$ cat config.mk
export PLATFORM = sky130hd
export DESIGN_NAME = membus_arbiter_flat
export DESIGN_NICKNAME = d
export VERILOG_FILES = /design/src/rtl/membus_arb_pkg.sv /design/src/rtl/membus_if.sv /design/src/rtl/membus_arbiter.sv /design/src/flat_wrapper.sv
export SDC_FILE = /design/constraint.sdc
export NUM_CORES = 1
export LEC_CHECK = 0
export ABC_AREA = 1
export BUFFER_PORTS_ARGS = -buffer_cell sky130_fd_sc_hd__buf_2
export CAP_MARGIN = 20
export CORE_AREA = 4 4 120 122
export CTS_CLUSTER_SIZE = 25
export DETAILED_ROUTE_END_ITERATION = 12
export DIE_AREA = 0 0 124 126
export GPL_TIMING_DRIVEN = 1
export HOLD_SLACK_MARGIN = 0.12
export PLACE_DENSITY = 0.47
export REMOVE_ABC_BUFFERS = 1
export SLEW_MARGIN = 20
export SYNTH_ARGS = -nofsm -noshare
export SYNTH_HDL_FRONTEND = slang
export SYNTH_SLANG_ARGS = --single-unit
$ cat constraint.sdc
create_clock -name clk -period 2.4 [get_ports clk]
set_clock_uncertainty 0.15 [all_clocks]
set_input_delay 0.36 -clock clk [delete_from_list [all_inputs] [get_ports clk]]
set_output_delay 0.36 -clock clk [all_outputs]
set_load 0.01 [all_outputs]
$ cat src/rtl/membus_arb_pkg.sv
// membus_arb_pkg: shared FSM/owner types and the conflict-resolution helper for membus_arbiter.
package membus_arb_pkg;

   typedef enum logic [1:0] {IDLE, WAIT_I, WAIT_D} state_t;
   typedef enum logic {OWNER_I, OWNER_D} owner_t;

   // With both valid: round robin favours the requester that was not granted last; otherwise d wins.
   function automatic owner_t pick_owner(input logic i_v, input logic d_v, input logic rr, input owner_t last);
      return (i_v && d_v) ? ((rr && last == OWNER_D) ? OWNER_I : OWNER_D) : (i_v ? OWNER_I : OWNER_D);
   endfunction

endpackage

$ cat src/rtl/membus_if.sv
// membus_if: valid/ready request channel with a single-pulse rvalid response.
interface membus_if #(
   parameter int DATA_WIDTH = 32,
   parameter int ADDR_WIDTH = 32
);
   logic                    valid;
   logic                    ready;
   logic [ADDR_WIDTH-1:0]   addr;
   logic                    wen;
   logic [DATA_WIDTH-1:0]   wdata;
   logic [DATA_WIDTH/8-1:0] wmask;
   logic                    rvalid;
   logic [DATA_WIDTH-1:0]   rdata;

   modport master (output valid, addr, wen, wdata, wmask, input ready, rvalid, rdata);
   modport slave  (input valid, addr, wen, wdata, wmask, output ready, rvalid, rdata);
endinterface

$ cat src/rtl/membus_arbiter.sv
// membus_arbiter: muxes instruction and data requesters onto one memory bus, one request in flight,
// zero added latency; a stalled grant stays locked to its owner until the memory accepts it.
module membus_arbiter
   import membus_arb_pkg::*;
#(
   parameter int DATA_WIDTH  = 32,
   parameter int ADDR_WIDTH  = 32,
   parameter int ROUND_ROBIN = 1
) (
   input logic      clk,
   input logic      rst,
   membus_if.slave  i_membus,
   membus_if.slave  d_membus,
   membus_if.master membus
);

   localparam int MASK_W = DATA_WIDTH / 8;

   state_t                state_q, state_d;
   owner_t                last_q, last_d;
   owner_t                lock_owner_q, lock_owner_d;
   logic                  lock_q, lock_d;
   owner_t                owner;
   logic                  grant_pt;
   logic                  sel_valid;
   logic                  accept;
   logic [ADDR_WIDTH-1:0] sel_addr;
   logic [DATA_WIDTH-1:0] sel_wdata;
   logic [MASK_W-1:0]     sel_wmask;
   logic                  sel_wen;

   // A response cycle is also a grant point, so the next request issues with no bubble.
   assign grant_pt  = !rst && (state_q == IDLE || membus.rvalid);
   assign owner     = lock_q ? lock_owner_q
                             : pick_owner(i_membus.valid, d_membus.valid, ROUND_ROBIN != 0, last_q);
   assign sel_valid = owner == OWNER_I ? i_membus.valid : d_membus.valid;
   assign sel_addr  = owner == OWNER_I ? i_membus.addr  : d_membus.addr;
   assign sel_wdata = owner == OWNER_I ? i_membus.wdata : d_membus.wdata;
   assign sel_wmask = owner == OWNER_I ? i_membus.wmask : d_membus.wmask;
   assign sel_wen   = owner == OWNER_I ? i_membus.wen   : d_membus.wen;

   assign membus.valid = grant_pt && sel_valid;
   assign membus.addr  = sel_addr;
   assign membus.wdata = sel_wdata;
   assign membus.wmask = sel_wmask;
   assign membus.wen   = sel_wen;

   assign i_membus.ready  = grant_pt && owner == OWNER_I && membus.ready;
   assign d_membus.ready  = grant_pt && owner == OWNER_D && membus.ready;
   assign i_membus.rvalid = !rst && membus.rvalid && state_q == WAIT_I;
   assign d_membus.rvalid = !rst && membus.rvalid && state_q == WAIT_D;
   assign i_membus.rdata  = membus.rdata;
   assign d_membus.rdata  = membus.rdata;

   assign accept = membus.valid && membus.ready;

   always_comb begin
      state_d      = state_q;
      last_d       = last_q;
      lock_d       = lock_q;
      lock_owner_d = lock_owner_q;
      if (accept) begin
         state_d = owner == OWNER_I ? WAIT_I : WAIT_D;
         last_d  = owner;
      end else if (membus.rvalid) begin
         state_d = IDLE;
      end
      if (membus.valid) begin
         lock_d       = !membus.ready;
         lock_owner_d = owner;
      end
   end

   always_ff @(posedge clk) begin
      if (rst) begin
         state_q      <= IDLE;
         last_q       <= OWNER_I;
         lock_q       <= 1'b0;
         lock_owner_q <= OWNER_I;
      end else begin
         state_q      <= state_d;
         last_q       <= last_d;
         lock_q       <= lock_d;
         lock_owner_q <= lock_owner_d;
      end
   end

endmodule
$ cat src/flat_wrapper.sv
// flat-port wrapper written by rule: the top's interface ports become plain ports
module membus_arbiter_flat import membus_arb_pkg::*;
#(
   parameter int DATA_WIDTH  = 32,
   parameter int ADDR_WIDTH  = 32,
   parameter int ROUND_ROBIN = 1
)
  (clk, rst, i_membus_valid, i_membus_addr, i_membus_wen, i_membus_wdata, i_membus_wmask, i_membus_ready, i_membus_rvalid, i_membus_rdata, d_membus_valid, d_membus_addr, d_membus_wen, d_membus_wdata, d_membus_wmask, d_membus_ready, d_membus_rvalid, d_membus_rdata, membus_valid, membus_addr, membus_wen, membus_wdata, membus_wmask, membus_ready, membus_rvalid, membus_rdata);
  membus_if #(.DATA_WIDTH(DATA_WIDTH), .ADDR_WIDTH(ADDR_WIDTH)) i_membus_i ();
  membus_if #(.DATA_WIDTH(DATA_WIDTH), .ADDR_WIDTH(ADDR_WIDTH)) d_membus_i ();
  membus_if #(.DATA_WIDTH(DATA_WIDTH), .ADDR_WIDTH(ADDR_WIDTH)) membus_i ();
  input logic clk;
  input logic rst;
  input wire logic [$bits(i_membus_i.valid)-1:0] i_membus_valid;
  input wire logic [$bits(i_membus_i.addr)-1:0] i_membus_addr;
  input wire logic [$bits(i_membus_i.wen)-1:0] i_membus_wen;
  input wire logic [$bits(i_membus_i.wdata)-1:0] i_membus_wdata;
  input wire logic [$bits(i_membus_i.wmask)-1:0] i_membus_wmask;
  output wire logic [$bits(i_membus_i.ready)-1:0] i_membus_ready;
  output wire logic [$bits(i_membus_i.rvalid)-1:0] i_membus_rvalid;
  output wire logic [$bits(i_membus_i.rdata)-1:0] i_membus_rdata;
  input wire logic [$bits(d_membus_i.valid)-1:0] d_membus_valid;
  input wire logic [$bits(d_membus_i.addr)-1:0] d_membus_addr;
  input wire logic [$bits(d_membus_i.wen)-1:0] d_membus_wen;
  input wire logic [$bits(d_membus_i.wdata)-1:0] d_membus_wdata;
  input wire logic [$bits(d_membus_i.wmask)-1:0] d_membus_wmask;
  output wire logic [$bits(d_membus_i.ready)-1:0] d_membus_ready;
  output wire logic [$bits(d_membus_i.rvalid)-1:0] d_membus_rvalid;
  output wire logic [$bits(d_membus_i.rdata)-1:0] d_membus_rdata;
  output wire logic [$bits(membus_i.valid)-1:0] membus_valid;
  output wire logic [$bits(membus_i.addr)-1:0] membus_addr;
  output wire logic [$bits(membus_i.wen)-1:0] membus_wen;
  output wire logic [$bits(membus_i.wdata)-1:0] membus_wdata;
  output wire logic [$bits(membus_i.wmask)-1:0] membus_wmask;
  input wire logic [$bits(membus_i.ready)-1:0] membus_ready;
  input wire logic [$bits(membus_i.rvalid)-1:0] membus_rvalid;
  input wire logic [$bits(membus_i.rdata)-1:0] membus_rdata;
  assign i_membus_i.valid = i_membus_valid;
  assign i_membus_i.addr = i_membus_addr;
  assign i_membus_i.wen = i_membus_wen;
  assign i_membus_i.wdata = i_membus_wdata;
  assign i_membus_i.wmask = i_membus_wmask;
  assign i_membus_ready = i_membus_i.ready;
  assign i_membus_rvalid = i_membus_i.rvalid;
  assign i_membus_rdata = i_membus_i.rdata;
  assign d_membus_i.valid = d_membus_valid;
  assign d_membus_i.addr = d_membus_addr;
  assign d_membus_i.wen = d_membus_wen;
  assign d_membus_i.wdata = d_membus_wdata;
  assign d_membus_i.wmask = d_membus_wmask;
  assign d_membus_ready = d_membus_i.ready;
  assign d_membus_rvalid = d_membus_i.rvalid;
  assign d_membus_rdata = d_membus_i.rdata;
  assign membus_valid = membus_i.valid;
  assign membus_addr = membus_i.addr;
  assign membus_wen = membus_i.wen;
  assign membus_wdata = membus_i.wdata;
  assign membus_wmask = membus_i.wmask;
  assign membus_i.ready = membus_ready;
  assign membus_i.rvalid = membus_rvalid;
  assign membus_i.rdata = membus_rdata;
  membus_arbiter #(.DATA_WIDTH(DATA_WIDTH), .ADDR_WIDTH(ADDR_WIDTH), .ROUND_ROBIN(ROUND_ROBIN)) u_core (.clk(clk), .rst(rst), .i_membus(i_membus_i), .d_membus(d_membus_i), .membus(membus_i));
endmodule
==> summary.md, run 1 <==
| Metric | Value |
|---|---|
| Run status | completed |
| IO Pins | 314 |
| Final ANT Viol Nets | 0 |
| Routed WL | ~9.4 mm |
| Post-synthesis cell type count | 18 |
| Largest family of logic cells by synthesized area | simple AND/OR/NAND/NOR gates |
| CTS hold repair buffers | 0 |
| Final max-slew violation count | 0 |
| Synth Area in Adders | 0 |
| Period utilization | 0.855 |
| Fill count | roughly 1500 |
| Nets@finish | roughly 660 |
| Total CTS buffers | 3 |
| IO buf count | ~220 |
| Grt total ovfl | 0 |
| Simple-gate portion of the synthesized area | 0.557 |
| Crit start category | flop |
| Post-synthesis instance total | 335 |
| #FFs+latches synth | 5 |
| HPWL Detailed | approximately 8.1 mm |
| Row count | between 40 and 50 |
| Via count | ~2300 |
| P_leak | between 1.5 and 2 nW |
| Setup violators final | 0 |
| Post_cts resized | 0 |
| Compound-Gate Fraction of Synth Area | 0.0120 |
| PD cells | slightly below 500 nW/um2 |
| WP data arrival | ~1500 ps |
| CTS Buffer Depth | 2 |
| FF-to-FF setup slack | 980 ps |
| DRT Pass-1 Iters | 4 |
| Xor/xnor share of the synthesized area | 0 |
| Setup Crit Path Kind | flop to output pin |
| TNS Setup | 0 ps |
| Synthesized area | around 1700 um2 |
| RSZ-0062 raised after global routing | false |
| Max cap viols | 0 |
| Synth Warn # | 0 |
| FF-to-FF path depth | 8 |
| Final Cell Area | roughly 2600 um2 |
| Pin count of the biggest net entering global routing | 37 |
| Area of the multi-input gates | around 950 um2 |
| Vias/cell | 3.55 |
| Starting density of the core | 0.127 |
| Tmin final | between 2000 and 2500 ps |
| Worst path required time | 1890 ps |
| Worst Hold Endpoint | u_core.state_q[0]$_SDFFE_PP0P_ |
| Hold Path Origin | rst |
| Global Route Usage Sum | 0.107 |
| Ant diodes | 0 |
| First-pass GRT wire length | between 10 and 15 mm |
| Share of cells above drive strength 1 | 0.483 |
| Slew @ Worst Pin | 365 ps |
| Core area | around 13000 um2 |
| Worst slack, placed | ~410 ps |
| RR Endpoint | u_core.state_q[0]$_SDFFE_PP0P_ |
| Antenna violations before repair | 0 |
| Seq/Total Area, Yosys | 0.0598 |
| Worst hold-check path type | primary input to flop |
| Post-layout worst setup margin | between 300 and 400 ps |
| Slew headroom | 0.757 |
| DRT iter0 DRCs | 80 |
| Syn avg cell area | roughly 5.0 um2 |
| Mux contribution to synthesized area | 0 |
| Top fanout value on the critical path | 36 |
| Worst skew pair latency | around 230 ps |
| Crit end category | output pin |
| Drt drc | 0 |
| Final hold vios | 0 |
| Placed cell areas | around 2500 um2 |
| Max Fclk | about 490 MHz |
| TritonCTS clock tree | done |
| Width of the die | 124 um |
| Clk slew on worst S/H paths | 40 ps |
| Reg2reg start | u_core.lock_owner_q$_SDFFE_PP0N_ |
| Worst vdd ir | approximately 0.16 mV |
| Post CTS Setup Buffer Count | 0 |
| Die Area | around 16000 um2 |
| Worst hold stages | 2 |
| Area grow syn2layout | 52.6% |
| H-tree level count | 1 |
| Reg area | 100 um2 |
| Die H | about 130 um |
| Clk sinks | 5 |
| Root Buffer | clkbuf_16 |
| Final GP Congestion | 0.785 |
| Vias in the first global route | between 2000 and 2500 |
| WL/cell | between 10 and 15 um |
| Smallest hold slack | ~190 ps |
==> layout by cell type, fill, tap and decap left out, drive strengths merged <==
| cell | instances |
|---|---|
| inv | 12 |
| buf | 223 |
| nor2 | 9 |
| nand4 | 1 |
| nand3 | 5 |
| clkbuf | 4 |
| dfxtp | 5 |
| nand2 | 219 |
| o21ai | 2 |
| nor3 | 2 |
| a21oi | 2 |
==> cell families after synthesis <==
kind of cell | Yosys count
and+or+nand+nor | 236
DFF | 5
buffers and inverters | 90
AOI/OAI and AO/OA | 4
==> cell type report <==
class,instances,area share
inverters,12,0.0186
repair buffers,223,0.452
well taps,176,0.0862
clock buffers,4,0.0309
multi-input cells,240,0.373
flip-flops and latches,5,0.0392
==> synth_stat cells (all sizes together) <==
library cell	n	area [um2]
inv	12	47.6
nor2	9	36.3
nand3	5	30.0
o21ai	2	10.0
buf	78	574
nand4	1	21.3
dfxtp	5	100
a21oi	2	10.0
nand2	219	835
nor3	2	10.0
==> power by group <==
part | switching, mW | leakage (nW) | internal [mW]
Combinational | 0.508 | 1.64 | 0.368
Clock | 0.0585 | 0.0382 | 0.221
Sequential | 0.00472 | 0.0410 | 0.0917
==> flip-flops by register name (all words and copies together), names as in the netlist <==
register	cells
u_core.state_q	2
u_core.last_q	1
u_core.lock_owner_q	1
u_core.lock_q	1
==> per-stage QoR <==
step	util	std cells	power (mW)
floorplan	-	257	0.535
global placement	0.188	656	0.999
detailed placement	0.188	656	0.990
CTS	0.194	660	1.27
global route	0.194	660	1.37
finish	0.194	660	1.25
==> per-layer routing <==
| metal | track usage | part of all wire | vias up |
|---|---|---|---|
| li1 | - | - | 1226 |
| met1 | 0.131 | 0.40 | 901 |
| met2 | 0.141 | 0.39 | 203 |
| met3 | 0.0883 | 0.19 | 11 |
| met4 | 0.0110 | 0.0072 | 5 |
| met5 | 0.0822 | 0.017 | - |
==> critical path, stage by stage (launching register included) <==
cell and delay (ps):
dfxtp_1 320, nor2_1 130, nand2_2 90, nand2_4 90, buf_4 340, nand2_1 110
nand2_1 80, buf_2 120
==> worst max path at each step <==
stage | start | end | slack (ps) | cells past startpoint
2_1_floorplan | i_membus_valid | d_membus_ready | 310 | 7
3_3_place_gp | i_membus_valid | membus_wdata[22] | 420 | 9
3_5_place_dp | i_membus_valid | membus_wdata[22] | 410 | 9
4_1_cts | u_core.lock_q$_SDFFE_PP0N_ | membus_wdata[22] | 310 | 7
5_1_grt | u_core.lock_q$_SDFFE_PP0N_ | membus_wdata[22] | 190 | 7
6_report | u_core.lock_q$_SDFFE_PP0N_ | membus_wdata[22] | 350 | 7
(Power assumes the default switching activity.)
==> run 2: changes to the inputs <==
--- a/config.mk
+++ b/config.mk
@@ -15,7 +15,9 @@
 export GPL_TIMING_DRIVEN = 1
 export HOLD_SLACK_MARGIN = 0.12
 export PLACE_DENSITY = 0.47
+export RECOVER_POWER = 100
 export REMOVE_ABC_BUFFERS = 1
+export SKIP_CTS_REPAIR_TIMING = 1
 export SLEW_MARGIN = 20
 export SYNTH_ARGS = -nofsm -noshare
 export SYNTH_HDL_FRONTEND = slang
==> run 2 against run 1 <==
- cell count did not move
- fmax fell by 3.3%
- worst setup slack got worse by 70 ps
- sequential power barely moved
- first-iteration DRC count fell by 7.5%
- utilization fell by 0.71 points
- critical path type unchanged
- critical endpoint is now membus_wmask[0]
==> summary.md, run 2 (synthesis results as in run 1) <==
| Metric | Value |
|---|---|
| Total power | between 1 and 1.5 mW |
| Run status | completed |
| Die Area | ~16000 um2 |
| Most frequent cells in the layout | 217 x nand2_1, 148 x buf_2, 70 x clkbuf_1, 10 x inv_1, 8 x nor2_1 |
| Row count | 42 |
| Global Route Usage Sum | 0.107 |
| Top fanout value on the critical path | 36 |
| IO buf count | ~220 |
| Final ANT Viol Nets | 0 |
| Reg area | between 100 and 150 um2 |
| Commonest non-fill, non-tap cell in the layout | nand2_1 |
| Final GP Congestion | ~0.78 |
| Die H | ~130 um |
| Routed WL | about 9.5 mm |
| DRT Pass-1 Iters | 4 |
| Fill count | ~1600 |
| Area of the multi-input gates | between 900 and 1000 um2 |
| Drt drc | 0 |
| First-pass GRT wire length | 12.6 mm |
| WL/cell | 14.4 um |
| Setup violators final | 0 |
| Worst hold-check path type | primary input to flop |
| Placed insts | 656 |
| Crit end category | output pin |
| P_leak | around 1.5 nW |
| Most flops, register | u_core.state_q |
| Nets@finish | 661 |
| Share of cells above drive strength 1 | 0.337 |
| Width of the die | between 100 and 150 um |
| Final max-slew violation count | 0 |
| Total CTS buffers | 3 |
| Fin cells | between 600 and 700 |
| Via count | 2354 |
| IO Pins | ~310 |
| Starting density of the core | 0.127 |
| DRT iter0 DRCs | between 70 and 80 |
| CTS Buffer Depth | 2 |
| Crit start category | flop |
| Slew headroom | 0.732 |
| Final hold vios | 0 |
| Root Buffer | clkbuf_16 |
| Max Fclk | 471 MHz |
| TritonCTS clock tree | done |
| Period utilization | 0.885 |
| Setup Crit Path Kind | flop to output pin |
| Clk slew on worst S/H paths | roughly 40 ps |
| Slew @ Worst Pin | between 400 and 500 ps |
| Worst path required time | roughly 1900 ps |
| FF-to-FF setup slack | ~960 ps |
| Vias in the first global route | about 2200 |
| Critical Path Source | u_core.lock_q$_SDFFE_PP0N_ |
| Max reg flops | 2 |
| WP data arrival | about 1600 ps |
| Clk sinks | 5 |
| Max cap viols | 0 |
| Worst skew pair latency | around 230 ps |
| Vias/cell | roughly 3.6 |
| Post-layout worst setup margin | between 200 and 300 ps |
| Worst slack, placed | 412 ps |
| Area grow syn2layout | 47.0% |
| RSZ-0062 raised after global routing | false |
| H-tree level count | 1 |
| Grt total ovfl | 0 |
| Hold Path Origin | rst |
| Worst vdd ir | 0.156 mV |
| Ant diodes | 0 |
| TNS Setup | 0 ps |
| PD cells | between 400 and 500 nW/um2 |
| HPWL Detailed | 8.13 mm |
| Pin count of the biggest net entering global routing | 37 |
| Reg2reg start | u_core.lock_q$_SDFFE_PP0N_ |
| Antenna violations before repair | 0 |
| Tmin final | 2120 ps |
| Core area | 13200 um2 |
run 2: cell types whose count changed in the layout (fill, tap and decap cells not counted), sizes merged:
cell,before,now
buf,223,153
clkbuf,4,74
run 2: worst paths after layout:
path	to	cells past startpoint
min	u_core.state_q[0]$_SDFFE_PP0P_	2
max reg2reg	u_core.state_q[0]$_SDFFE_PP0P_	8
max	membus_wmask[0]	7
min reg2reg	u_core.lock_owner_q$_SDFFE_PP0N_	2
run 2: layer usage:
metal / vias up / track usage / part of all wire
met5: - / 0.0822 / 0.016
met4: 5 / 0.0110 / 0.0058
met3: 11 / 0.0883 / 0.19
met2: 205 / 0.141 / 0.39
met1: 906 / 0.131 / 0.40
li1: 1227 / - / -
run 2: per-stage QoR:
step	cell area, um2	util	hold slack [ps]
after floorplan	1100	-	279
after global placement	2480	0.188	305
after CTS	2550	0.194	189
after detailed placement	2480	0.188	311
after global routing	2460	0.187	210
final	2460	0.187	188
run 2: cell type report:
| cell class | instances | share of cell area |
|---|---|---|
| Timing Repair Buffer | 223 | 0.435 |
| Clock buffer | 4 | 0.0320 |
| Multi-Input combinational cell | 240 | 0.384 |
| Tap cell | 176 | 0.0895 |
| Sequential cell | 5 | 0.0407 |
| Inverter | 12 | 0.0193 |
run 2: critical path, stage by stage, from the launching register on:
cell and delay, ps:
dfxtp_1 320, nor2_1 110, nand2_1 100, nand2_4 100, clkbuf_4 390, nand2_1 100
nand2_1 80, clkbuf_1 160
run 2: report_power, final:
part / switching [mW] / internal, mW
Clock: 0.0595 / 0.221
Sequential: 0.00466 / 0.0917
Combinational: 0.516 / 0.312
==> run 3: changes to the inputs <==
--- a/config.mk
+++ b/config.mk
@@ -5,16 +5,15 @@
 export SDC_FILE = /design/constraint.sdc
 export NUM_CORES = 1
 export LEC_CHECK = 0
-export ABC_AREA = 1
 export BUFFER_PORTS_ARGS = -buffer_cell sky130_fd_sc_hd__buf_2
 export CAP_MARGIN = 20
-export CORE_AREA = 4 4 120 122
+export CORE_AREA = 4 4 121 123
 export CTS_CLUSTER_SIZE = 25
 export DETAILED_ROUTE_END_ITERATION = 12
-export DIE_AREA = 0 0 124 126
+export DIE_AREA = 0 0 125 127
 export GPL_TIMING_DRIVEN = 1
 export HOLD_SLACK_MARGIN = 0.12
-export PLACE_DENSITY = 0.47
+export PLACE_DENSITY = 0.46
 export RECOVER_POWER = 100
 export REMOVE_ABC_BUFFERS = 1
 export SKIP_CTS_REPAIR_TIMING = 1
==> run 3 against run 2 <==
- power shrank 13%
- count of clock-buffer cells in the layout is the same
- global-route usage grew 4.6 points
- register-to-register slack lost 550 ps
- synthesized cell count shrank 48%
- worst setup slack lost 250 ps
- non-clock buffer count shrank 4
- critical path depth shrank 2
- wire length grew 37%
- cell count shrank 23%
- fmax shrank 10%
- critical path type unchanged
==> summary.md, run 3 <==
| Metric | Value |
|---|---|
| Post-synthesis cell type count | 25 |
| #FFs+latches synth | 5 |
| Global Route Usage Sum | 0.153 |
| Via count | approximately 1900 |
| DRT iter0 DRCs | 38 |
| Tmin final | between 2000 and 2500 ps |
| Clk slew on worst S/H paths | ~30 ps |
| Most frequent cell after synthesis | buf_4 |
| Die Area | between 15000 and 20000 um2 |
| Setup Crit Path Kind | flop to output pin |
| Worst vdd ir | 0.166 mV |
| Worst skew pair latency | between 200 and 250 ps |
| Run status | completed |
| RSZ-0062 raised after global routing | true |
| Seq/Total Area, Yosys | 0.0611 |
| Post-synth EDFFs | 0 |
| Synthesized area | approximately 1600 um2 |
| Antenna violations before repair | 3 |
| Max Fclk | ~420 MHz |
| Most frequent cells in the layout | 201 x buf_2, 62 x mux2_1, 12 x clkbuf_2, 5 x clkbuf_1, 5 x dfxtp_1 |
| Area grow syn2layout | 54.5% |
| Grt total ovfl | 0 |
| Crit start category | flop |
| Drt drc | 0 |
| Area contributors post-synth | mux2_1 47%, buf_4 33%, dfxtp_1 6.1% |
| Worst path required time | roughly 1900 ps |
| Final hold vios | 0 |
| Crit end category | output pin |
| Period utilization | 0.987 |
| First-pass GRT wire length | approximately 17 mm |
| Final Cell Area | approximately 2500 um2 |
| Setup violators final | 0 |
| Starting density of the core | 0.120 |
| Commonest non-fill, non-tap cell in the layout | buf_2 |
| Nets@finish | 503 |
| CTS Buffer Depth | 2 |
| Most flops, register | u_core.state_q |
| Fin cells | a little over 500 |
| Post-synth top area share | 0.468 |
| Most common flop cell mapped by yosys | dfxtp_1 |
| Cells along the critical path | and2b_4 -> o31ai_4 -> buf_12 -> mux2_2 -> buf_2 |
| Placed insts | approximately 500 |
| H-tree level count | 1 |
| Slowest stage delay, CP | between 300 and 400 ps |
| Final ANT Viol Nets | 0 |
| Vias/cell | roughly 3.8 |
| Width of the die | about 130 um |
| Vias in the first global route | ~2100 |
| Max reg flops | 2 |
| Pin count of the biggest net entering global routing | 41 |
| Syn avg cell area | ~9.4 um2 |
| IO Pins | 314 |
| Placed cell areas | ~2400 um2 |
| HPWL Detailed | about 12 mm |
| WL/cell | 25.6 um |
| Slew @ Worst Pin | roughly 460 ps |
| CP max-delay cell | mux2_2 |
| WP data arrival | approximately 1900 ps |
| PD cells | 415 nW/um2 |
| Final GP Congestion | approximately 0.85 |
| Post-layout worst setup margin | roughly 30 ps |
| Slew headroom | 0.696 |
| FFs w/ async S/R, synth | 0 |
| Total CTS buffers | 3 |
| TritonCTS clock tree | done |
| P_leak | ~1.3 nW |
| Top fanout value on the critical path | 40 |
| DRT Pass-1 Iters | 4 |
| Share of cells above drive strength 1 | 0.706 |
| Post-synthesis instance total | ~180 |
| Die H | about 130 um |
| Clk sinks | 5 |
| Worst slack, placed | a little over 100 ps |
| Synth Warn # | 0 |
| Routed WL | approximately 13 mm |
| Core area | ~14000 um2 |
| IO buf count | between 200 and 250 |
| Row count | 43 |
| Most frequent cells after synthesis | 71 x buf_4, 68 x mux2_1, 5 x dfxtp_1 |
| Max cap viols | 0 |
| Post-Route Utilization | 0.185 |
| Largest area contributor in the netlist | mux2_1 |
| Final max-slew violation count | 0 |
| Root Buffer | clkbuf_16 |
| Worst hold-check path type | primary input to flop |
[run 3: cell types whose count changed after synthesis, moves of 3 or more]
| cell | delta |
|---|---|
| nand2b_1 | +3 |
| buf_2 | -6 |
| mux2_1 | +68 |
| nand3_1 | -4 |
| inv_1 | -8 |
| nor2_1 | -5 |
| nand2_1 | -214 |
[run 3: where the power goes]
| part | internal (mW) | switching [mW] | leakage [nW] |
|---|---|---|---|
| sequential | 0.0900 | 0.00684 | 0.0411 |
| clock | 0.220 | 0.0577 | 0.0382 |
| combinational | 0.332 | 0.342 | 1.23 |
| total | 0.643 | 0.407 | 1.31 |
[run 3: final timing paths]
kind                                                  from                    endpoint  slack (ps)  depth (start not counted)
worst max-delay path            u_core.last_q$_SDFFE_PP0P_            membus_wdata[29]          30                          5
worst min-delay path                          membus_ready  u_core.lock_q$_SDFFE_PP0N_         250                          2
worst max register to register  u_core.last_q$_SDFFE_PP0P_  u_core.last_q$_SDFFE_PP0P_         410                          5
worst min register to register  u_core.last_q$_SDFFE_PP0P_  u_core.last_q$_SDFFE_PP0P_         350                          1
[run 3: routing by layer]
metal  GRT usage  wire [um]
met5     0.00929          0
met4      0.0115         40
met3       0.146       2840
met2       0.213       5060
met1       0.177       5080
[run 3: final cells by class]
type | count | area, um2
Fill cell | 1583 | 11100
Timing Repair Buffer | 219 | 1120
Multi-Input combinational cell | 95 | 990
Tap cell | 180 | 225
Sequential cell | 5 | 100
Clock buffer | 4 | 78.8
Inverter | 3 | 11.3
Antenna cell | 2 | 5.00
[run 3: critical path: cells and delay by family, from the launching register on]
kind / cells / cell delay, ps
AOI/OAI and AO/OA: 1 / 290
and+or+nand+nor: 1 / 190
DFF: 1 / 320
buffers and inverters: 2 / 420
muxes: 1 / 380
[run 3: stage by stage]
stage               power [mW]  TNS (ps)  hold WS, ps
finish                    1.05         0          250
detailed placement       0.777         0          340
global route              1.12      -851          265
floorplan                0.409    -70200          279
CTS                       1.06         0          250
global placement         0.770         0          329
[run 3: kinds of logic after synthesis]
family,count (synthesis),share of synthesized area
muxes,70,0.481
and+or+nand+nor,15,0.0649
AOI/OAI and AO/OA,10,0.0542
buffers and inverters,75,0.339
DFF,5,0.0611
